--- src/rtl/axi_wr_slave_if.sv ---
// AXI write address, data and response channels between a write master and axi_wr_slave.
interface axi_wr_slave_if #(
    parameter int unsigned ADDR_WIDTH = 27,
    parameter int unsigned DATA_WIDTH = 32
);
    logic                  awvalid;
    logic                  awready;
    logic [ADDR_WIDTH-1:0] awaddr;
    logic [7:0]            awlen;
    logic                  wvalid;
    logic                  wready;
    logic [DATA_WIDTH-1:0] wdata;
    logic                  wlast;
    logic                  bvalid;
    logic                  bready;
    logic [1:0]            bresp;

    modport master (
        output awvalid, awaddr, awlen, wvalid, wdata, wlast, bready,
        input  awready, wready, bvalid, bresp
    );

    modport slave (
        input  awvalid, awaddr, awlen, wvalid, wdata, wlast, bready,
        output awready, wready, bvalid, bresp
    );
endinterface

--- src/rtl/axi_wr_slave.sv ---
// AXI write responder for the DDR2 core: buffers one burst of W beats, issues a single
// write command, then returns the B response. One burst outstanding at a time.
module axi_wr_slave #(
    parameter int unsigned ADDR_WIDTH = 27,
    parameter int unsigned DATA_WIDTH = 32,
    parameter int unsigned FIFO_DEPTH = 16
) (
    input  logic                  clk,
    input  logic                  rstn,
    input  logic                  init_end,
    axi_wr_slave_if.slave         axi,
    output logic                  wr_req,
    input  logic                  wr_ack,
    output logic [ADDR_WIDTH-1:0] wr_addr,
    output logic [7:0]            wr_len,
    output logic [DATA_WIDTH-1:0] wr_data,
    input  logic                  wr_data_en,
    input  logic                  wr_done
);
    localparam int unsigned IDX_W = $clog2(FIFO_DEPTH);
    localparam int unsigned PTR_W = IDX_W + 1;

    typedef enum logic [2:0] {StIdle, StData, StCmd, StWait, StResp} state_e;

    state_e                state_q;
    logic [ADDR_WIDTH-1:0] addr_q;
    logic [7:0]            len_q;
    logic [8:0]            beat_cnt_q;
    logic                  err_q;
    logic                  oversize_q;
    logic                  wr_req_q;
    logic                  bvalid_q;
    logic [1:0]            bresp_q;

    logic [DATA_WIDTH-1:0] mem [FIFO_DEPTH];
    logic [PTR_W-1:0]      wr_ptr_q;
    logic [PTR_W-1:0]      rd_ptr_q;

    logic fifo_empty;
    logic fifo_full;
    logic aw_fire;
    logic w_fire;
    logic is_last;
    logic err_nxt;
    logic push;
    logic pop;
    logic flush;

    assign fifo_empty = (wr_ptr_q == rd_ptr_q);
    assign fifo_full  = (wr_ptr_q[IDX_W-1:0] == rd_ptr_q[IDX_W-1:0]) &&
                        (wr_ptr_q[IDX_W] != rd_ptr_q[IDX_W]);

    assign axi.awready = (state_q == StIdle) && init_end;
    // Oversize bursts are drained at full rate and thrown away.
    assign axi.wready  = (state_q == StData) && (oversize_q || !fifo_full);
    assign axi.bvalid  = bvalid_q;
    assign axi.bresp   = bresp_q;

    assign aw_fire = axi.awvalid && axi.awready;
    assign w_fire  = axi.wvalid && axi.wready;
    assign is_last = (beat_cnt_q == {1'b0, len_q});
    assign err_nxt = err_q || (axi.wlast != is_last);

    assign push  = w_fire && !oversize_q;
    assign pop   = wr_data_en && !fifo_empty;
    assign flush = ((state_q == StData) && w_fire && is_last && (err_nxt || oversize_q)) ||
                   ((state_q == StWait) && wr_done);

    assign wr_req  = wr_req_q;
    assign wr_addr = addr_q;
    assign wr_len  = len_q;
    assign wr_data = fifo_empty ? '0 : mem[rd_ptr_q[IDX_W-1:0]];

    always_ff @(posedge clk) begin
        if (push) begin
            mem[wr_ptr_q[IDX_W-1:0]] <= axi.wdata;
        end
    end

    always_ff @(posedge clk or negedge rstn) begin
        if (!rstn) begin
            wr_ptr_q <= '0;
            rd_ptr_q <= '0;
        end else begin
            if (push) begin
                wr_ptr_q <= wr_ptr_q + PTR_W'(1);
            end
            // A flush also swallows a beat pushed in the same cycle.
            if (flush) begin
                rd_ptr_q <= push ? (wr_ptr_q + PTR_W'(1)) : wr_ptr_q;
            end else if (pop) begin
                rd_ptr_q <= rd_ptr_q + PTR_W'(1);
            end
        end
    end

    always_ff @(posedge clk or negedge rstn) begin
        if (!rstn) begin
            state_q    <= StIdle;
            addr_q     <= '0;
            len_q      <= '0;
            beat_cnt_q <= '0;
            err_q      <= 1'b0;
            oversize_q <= 1'b0;
            wr_req_q   <= 1'b0;
            bvalid_q   <= 1'b0;
            bresp_q    <= 2'b00;
        end else begin
            unique case (state_q)
                StIdle: begin
                    if (aw_fire) begin
                        addr_q     <= axi.awaddr;
                        len_q      <= axi.awlen;
                        beat_cnt_q <= '0;
                        err_q      <= 1'b0;
                        oversize_q <= (32'(axi.awlen) >= FIFO_DEPTH);
                        state_q    <= StData;
                    end
                end
                StData: begin
                    if (w_fire) begin
                        beat_cnt_q <= beat_cnt_q + 9'd1;
                        err_q      <= err_nxt;
                        if (is_last) begin
                            if (err_nxt || oversize_q) begin
                                bvalid_q <= 1'b1;
                                bresp_q  <= 2'b10;
                                state_q  <= StResp;
                            end else begin
                                wr_req_q <= 1'b1;
                                state_q  <= StCmd;
                            end
                        end
                    end
                end
                StCmd: begin
                    if (wr_ack) begin
                        wr_req_q <= 1'b0;
                        state_q  <= StWait;
                    end
                end
                StWait: begin
                    if (wr_done) begin
                        bvalid_q <= 1'b1;
                        bresp_q  <= 2'b00;
                        state_q  <= StResp;
                    end
                end
                StResp: begin
                    if (axi.bready) begin
                        bvalid_q <= 1'b0;
                        bresp_q  <= 2'b00;
                        state_q  <= StIdle;
                    end
                end
                default: state_q <= StIdle;
            endcase
        end
    end
endmodule

--- src/flat_wrapper.sv ---
// flat-port wrapper written by rule: the top's interface ports become plain ports
module axi_wr_slave_flat 
#(
    parameter int unsigned ADDR_WIDTH = 27,
    parameter int unsigned DATA_WIDTH = 32,
    parameter int unsigned FIFO_DEPTH = 16
)
  (clk, rstn, init_end, wr_req, wr_ack, wr_addr, wr_len, wr_data, wr_data_en, wr_done, axi_awvalid, axi_awaddr, axi_awlen, axi_wvalid, axi_wdata, axi_wlast, axi_bready, axi_awready, axi_wready, axi_bvalid, axi_bresp);
  axi_wr_slave_if #(.ADDR_WIDTH(ADDR_WIDTH), .DATA_WIDTH(DATA_WIDTH)) axi_i ();
  input  logic clk;
  input  logic rstn;
  input  logic init_end;
  output logic wr_req;
  input  logic wr_ack;
  output logic [ADDR_WIDTH-1:0] wr_addr;
  output logic [7:0] wr_len;
  output logic [DATA_WIDTH-1:0] wr_data;
  input  logic wr_data_en;
  input  logic wr_done;
  input wire logic [$bits(axi_i.awvalid)-1:0] axi_awvalid;
  input wire logic [$bits(axi_i.awaddr)-1:0] axi_awaddr;
  input wire logic [$bits(axi_i.awlen)-1:0] axi_awlen;
  input wire logic [$bits(axi_i.wvalid)-1:0] axi_wvalid;
  input wire logic [$bits(axi_i.wdata)-1:0] axi_wdata;
  input wire logic [$bits(axi_i.wlast)-1:0] axi_wlast;
  input wire logic [$bits(axi_i.bready)-1:0] axi_bready;
  output wire logic [$bits(axi_i.awready)-1:0] axi_awready;
  output wire logic [$bits(axi_i.wready)-1:0] axi_wready;
  output wire logic [$bits(axi_i.bvalid)-1:0] axi_bvalid;
  output wire logic [$bits(axi_i.bresp)-1:0] axi_bresp;
  assign axi_i.awvalid = axi_awvalid;
  assign axi_i.awaddr = axi_awaddr;
  assign axi_i.awlen = axi_awlen;
  assign axi_i.wvalid = axi_wvalid;
  assign axi_i.wdata = axi_wdata;
  assign axi_i.wlast = axi_wlast;
  assign axi_i.bready = axi_bready;
  assign axi_awready = axi_i.awready;
  assign axi_wready = axi_i.wready;
  assign axi_bvalid = axi_i.bvalid;
  assign axi_bresp = axi_i.bresp;
  axi_wr_slave #(.ADDR_WIDTH(ADDR_WIDTH), .DATA_WIDTH(DATA_WIDTH), .FIFO_DEPTH(FIFO_DEPTH)) u_core (.clk(clk), .rstn(rstn), .init_end(init_end), .axi(axi_i), .wr_req(wr_req), .wr_ack(wr_ack), .wr_addr(wr_addr), .wr_len(wr_len), .wr_data(wr_data), .wr_data_en(wr_data_en), .wr_done(wr_done));
endmodule
--- config.mk ---
export PLATFORM = sky130hd
export DESIGN_NAME = axi_wr_slave_flat
export DESIGN_NICKNAME = d
export VERILOG_FILES = /design/src/rtl/axi_wr_slave_if.sv /design/src/rtl/axi_wr_slave.sv /design/src/flat_wrapper.sv
export SDC_FILE = /design/constraint.sdc
export NUM_CORES = 1
export LEC_CHECK = 0
export CELL_PAD_IN_SITES_DETAIL_PLACEMENT = 0
export CELL_PAD_IN_SITES_GLOBAL_PLACEMENT = 1
export CORE_UTILIZATION = 45
export DETAILED_ROUTE_END_ITERATION = 8
export PLACE_DENSITY_LB_ADDON = 0.2
export SYNTH_ARGS = -nofsm -noshare
export SYNTH_HDL_FRONTEND = slang
export SYNTH_SLANG_ARGS = --single-unit
--- constraint.sdc ---
create_clock -name clk -period 5.4 [get_ports clk]
set_input_delay 0.81 -clock clk [delete_from_list [all_inputs] [get_ports clk]]
set_output_delay 0.81 -clock clk [all_outputs]
set_load 0.02 [all_outputs]
==> run_results.csv <==
group,metric,value,unit
synth,yosys.area.top_type_share,68.2,%
placed_design,dp_hpwl,26400,µm
synth,synth_top_cell_by_area,"sky130_fd_sc_hd__edfxtp_1",
timing,period_needed,4.56,ns
detailed_routing,route.detailed.drc,0,
global_routing,via_count_of_the_first_global_routing_pass,11309,
power_and_ir_drop,power.share.combinational,32.4,%
global_routing,grt_antenna_before_repair,1,
global_routing,grt.overflow.total,0,
timing,post-route-period-util,84.5,%
synth,async_flop_share,10.8,%
detailed_routing,drt.antenna.violating_nets,0,
timing,slew_headroom,28.3,%
cts,tritoncts,"built",
critical_path,cp.required,4.59,ns
cells_and_area,final_util,54.8,%
critical_path,path_max_fanout,54,
power_and_ir_drop,internal-power,10.1,mW
die,die-width,226,µm
cts,clkLatencyLatePin,0.61,ns
outcome,status,"complete, no violations",
worst_hold_path,holdCritPathClass,"in -> async",
power_and_ir_drop,cellLeakagePower,8.93,nW
critical_path,critPathLaunchType,"register",
critical_path,crit_chain,"xnor2_1 > nand4_2 > nor2_4 > buf_12 > nor2b_1 > clkdlybuf4s50_1",
synth,synthTopCellsByArea,"sky130_fd_sc_hd__edfxtp_1, sky130_fd_sc_hd__mux4_2, sky130_fd_sc_hd__dfrtp_1",
timing,report.final.setup_viol,0,
cts,clk_root_buffer_cell,"sky130_fd_sc_hd__clkbuf_16",
critical_path,cp_slowest_stage_delay,0.98,ns
detailed_routing,totalWireLength,48800,µm
cells_and_area,post_route_cells_drive_above_1_share,23.7,%
global_routing,global_route.usage.met2,31.9,%
critical_path,setup.worst_path.end_class,"primary output",
detailed_routing,detail_route.iter0.violations,881,
cts,cts-resized-gates,0,
detailed_routing,drt-pass1-iter-count,4,
die,die-height,226,µm
critical_path,timing.critical_path.buf_inv,2,
synth,netlist_area_before_placement,22600,µm²
die,start_util,45.9,%
timing,final.setup.tns,0,ns
die,fp-row-count,81,
cts,tritoncts.num_buffers,59,
cts,h-tree-depth,2,
synth,synth.net_count,1180,
cts,clk_sink_count,574,
timing,max_freq,219,MHz
synth,netlist_top_cells_count,"sky130_fd_sc_hd__edfxtp_1, sky130_fd_sc_hd__mux4_2, sky130_fd_sc_hd__nand2_1",
die,core_area,49200,µm²
synth,syn_warnings,0,
detailed_routing,vias_per_cell,5.51,
die,fp.dieArea,51000,µm²
synth,synth_enable_flop_cells,512,
timing,setup_repair_after_global_routing_missed_its_margin,"false",
synth,ffs_latches_synth,574,
timing,worst_clock_skew,0.0161,ns
cts,cts_max_path_buffers,3,
synth,yosysMostFrequentCell,"sky130_fd_sc_hd__edfxtp_1",
synth,ys_dominant_reg_cell,"sky130_fd_sc_hd__edfxtp_1",
global_routing,grt_use_total,19.8,%
power_and_ir_drop,clock_power_share,28.3,%
synth,synth-seq-area-share,75.0,%
placed_design,routabilityCongestion,0.720,
power_and_ir_drop,p_sw,4.37,mW
cts,cts_post_setup_buffers_inserted,0,
critical_path,kind_of_critical_path,"reg -> out",
timing,final_max_slew_viol_count,0,
critical_path,path_delay_family,"simple AND/OR/NAND/NOR gates",
synth,synthCells,1097,
global_routing,grt_max_degree,63,
cells_and_area,area.growth.synth_to_final,19.5,%
cts,post_cts_hold_buffer_count,0,
critical_path,arrival,3.75,ns
cts,clk_pin_slew_worst_paths,0.06,ns
timing,pin_slew_with_the_least_headroom_to_its_limit,1.07,ns
power_and_ir_drop,power.ir.vdd_worst,0.327,mV
placed_design,port-buffer-count,148,
power_and_ir_drop,sw_frac_of_total,30.1,%
die,pin_count,150,
global_routing,use_met3,3.07,%
timing,report.final.hold_viol_count,0,
global_routing,grt_pass1_wl,73400,µm
power_and_ir_drop,power-per-cell-area,537,nW/µm²
synth,yosys.cell_types.count,51,
global_routing,grt-busiest-layer,"met2",
global_routing,groute.layer.met1.usage,28.4,%
power_and_ir_drop,seqPwrFrac,39.3,%
flow_run,max_cap_violations,0,
detailed_routing,avgRoutedWirePerCell,24.6,µm
cells_and_area,nNetsFinal,1363,
cells_and_area,antennaDiodeCount,0,
critical_path,crit_slowest_cell,"sky130_fd_sc_hd__dfrtp_4",
detailed_routing,num_vias,10961,
synth,syn-mean-instance-area,20.6,µm²
-- path summary, 6_finish.rpt --
check / startpoint / to / slack, ns / cells after the start
worst min-delay path: rstn / u_core.wr_addr[25] / 0.39 / 2
worst min register to register: u_core.wr_addr[1] / u_core.wr_addr[1] / 0.47 / 2
max in group asynchronous: rstn / u_core.rd_ptr_q[0] / 4.36 / 2
min in group clk: u_core.wr_addr[1] / u_core.wr_addr[1] / 0.47 / 2
worst max register to register: u_core.rd_ptr_q[1] / u_core.mem[8][10] / 1.79 / 6
worst max-delay path: u_core.rd_ptr_q[1] / wr_data[10] / 0.84 / 6
-- cell usage in the layout (no fill, tap or decap), types with 5 or more instances in the layout --
cell type / instances
sky130_fd_sc_hd__clkdlybuf4s50_1: 147
sky130_fd_sc_hd__clkinv_2: 12
sky130_fd_sc_hd__nand3_1: 6
sky130_fd_sc_hd__nor2_4: 12
sky130_fd_sc_hd__edfxtp_1: 512
sky130_fd_sc_hd__ha_1: 6
sky130_fd_sc_hd__buf_4: 26
sky130_fd_sc_hd__xor2_1: 12
sky130_fd_sc_hd__o21ai_0: 5
sky130_fd_sc_hd__nor3_1: 7
sky130_fd_sc_hd__dfrtp_1: 58
sky130_fd_sc_hd__bufinv_16: 8
sky130_fd_sc_hd__a21oi_1: 8
sky130_fd_sc_hd__xnor2_1: 11
sky130_fd_sc_hd__clkbuf_16: 60
sky130_fd_sc_hd__buf_12: 6
sky130_fd_sc_hd__nor2b_1: 33
sky130_fd_sc_hd__nor2_1: 9
sky130_fd_sc_hd__mux4_2: 160
sky130_fd_sc_hd__clkinv_1: 8
sky130_fd_sc_hd__clkbuf_1: 9
sky130_fd_sc_hd__nand2_1: 126
sky130_fd_sc_hd__mux2_2: 6
-- cell type report --
type | count | area (µm²)
multi-input combinational | 461 | 5420
inverter | 4 | 15.0
tap | 664 | 831
clock inverter | 36 | 422
sequential | 574 | 16900
clock buffer | 69 | 1540
timing repair buffer | 180 | 1790
fill | 3761 | 22200
-- stage by stage --
| stage | instances | instance area [µm²] | power, mW | hold slack [ns] | setup WS, ns |
|---|---|---|---|---|---|
| 2_1_floorplan | 1097 | 22600 | 8.75 | 0.449 | 1.20 |
| 3_5_place_dp | 1883 | 25000 | 10.6 | 0.462 | 1.42 |
| 5_1_grt | 1988 | 26900 | 15.1 | 0.454 | 0.601 |
| 6_report | 1988 | 26900 | 14.5 | 0.390 | 0.837 |
| 3_3_place_gp | 1883 | 25000 | 10.5 | 0.458 | 1.40 |
| 4_1_cts | 1988 | 26900 | 14.7 | 0.405 | 0.744 |
-- per-layer routing --
layer	routed length [µm]	vias up
li1	-	4797
met1	21500	5835
met2	24200	260
met3	2330	67
met4	842	2
met5	17	-
-- worst reg2reg max path, stage by stage, from the launching register on --
cell and delay, ns:
sky130_fd_sc_hd__dfrtp_4 0.98, sky130_fd_sc_hd__xnor2_1 0.27, sky130_fd_sc_hd__and4_1 0.33, sky130_fd_sc_hd__a21boi_2 0.31, sky130_fd_sc_hd__nand2_1 0.27, sky130_fd_sc_hd__nor2_4 0.81
sky130_fd_sc_hd__buf_4 0.33
-- sequential cells by signal, indices dropped and copies added, names as in the netlist --
register,count
u_core.beat_cnt_q,9
u_core.err_q,1
u_core.wr_ptr_q,5
u_core.state_q,3
u_core.wr_req,1
u_core.axi.bvalid,1
u_core.oversize_q,1
u_core.wr_addr,27
u_core.wr_len,8
u_core.rd_ptr_q,5
u_core.mem,512
u_core.axi.bresp,1
-- power by group through the flow --
stage | clock, mW | sequential, mW | combinational (mW)
finish | 4.10 | 5.69 | 4.69
global route | 4.36 | 5.76 | 5.02
CTS | 4.20 | 5.71 | 4.79
detailed placement | 0 | 5.80 | 4.78
global placement | 0 | 5.79 | 4.76
floorplan | 0 | 5.67 | 3.07
-- cell families (layout without fill, tap and decap cells) --
logic type      Yosys count  in the layout  share of synthesized area (%)
other cells               1              1                         0.0166
xor+xnor                 23             23                          0.893
buf+inv                  62            289                           1.50
compound gates           36             36                           1.17
flops                   574            574                           75.0
simple gates            227            227                           4.69
fa+ha+maj                 6              6                          0.333
mux                     168            168                           16.4
Note: power is estimated with default switching activity, not from simulation.
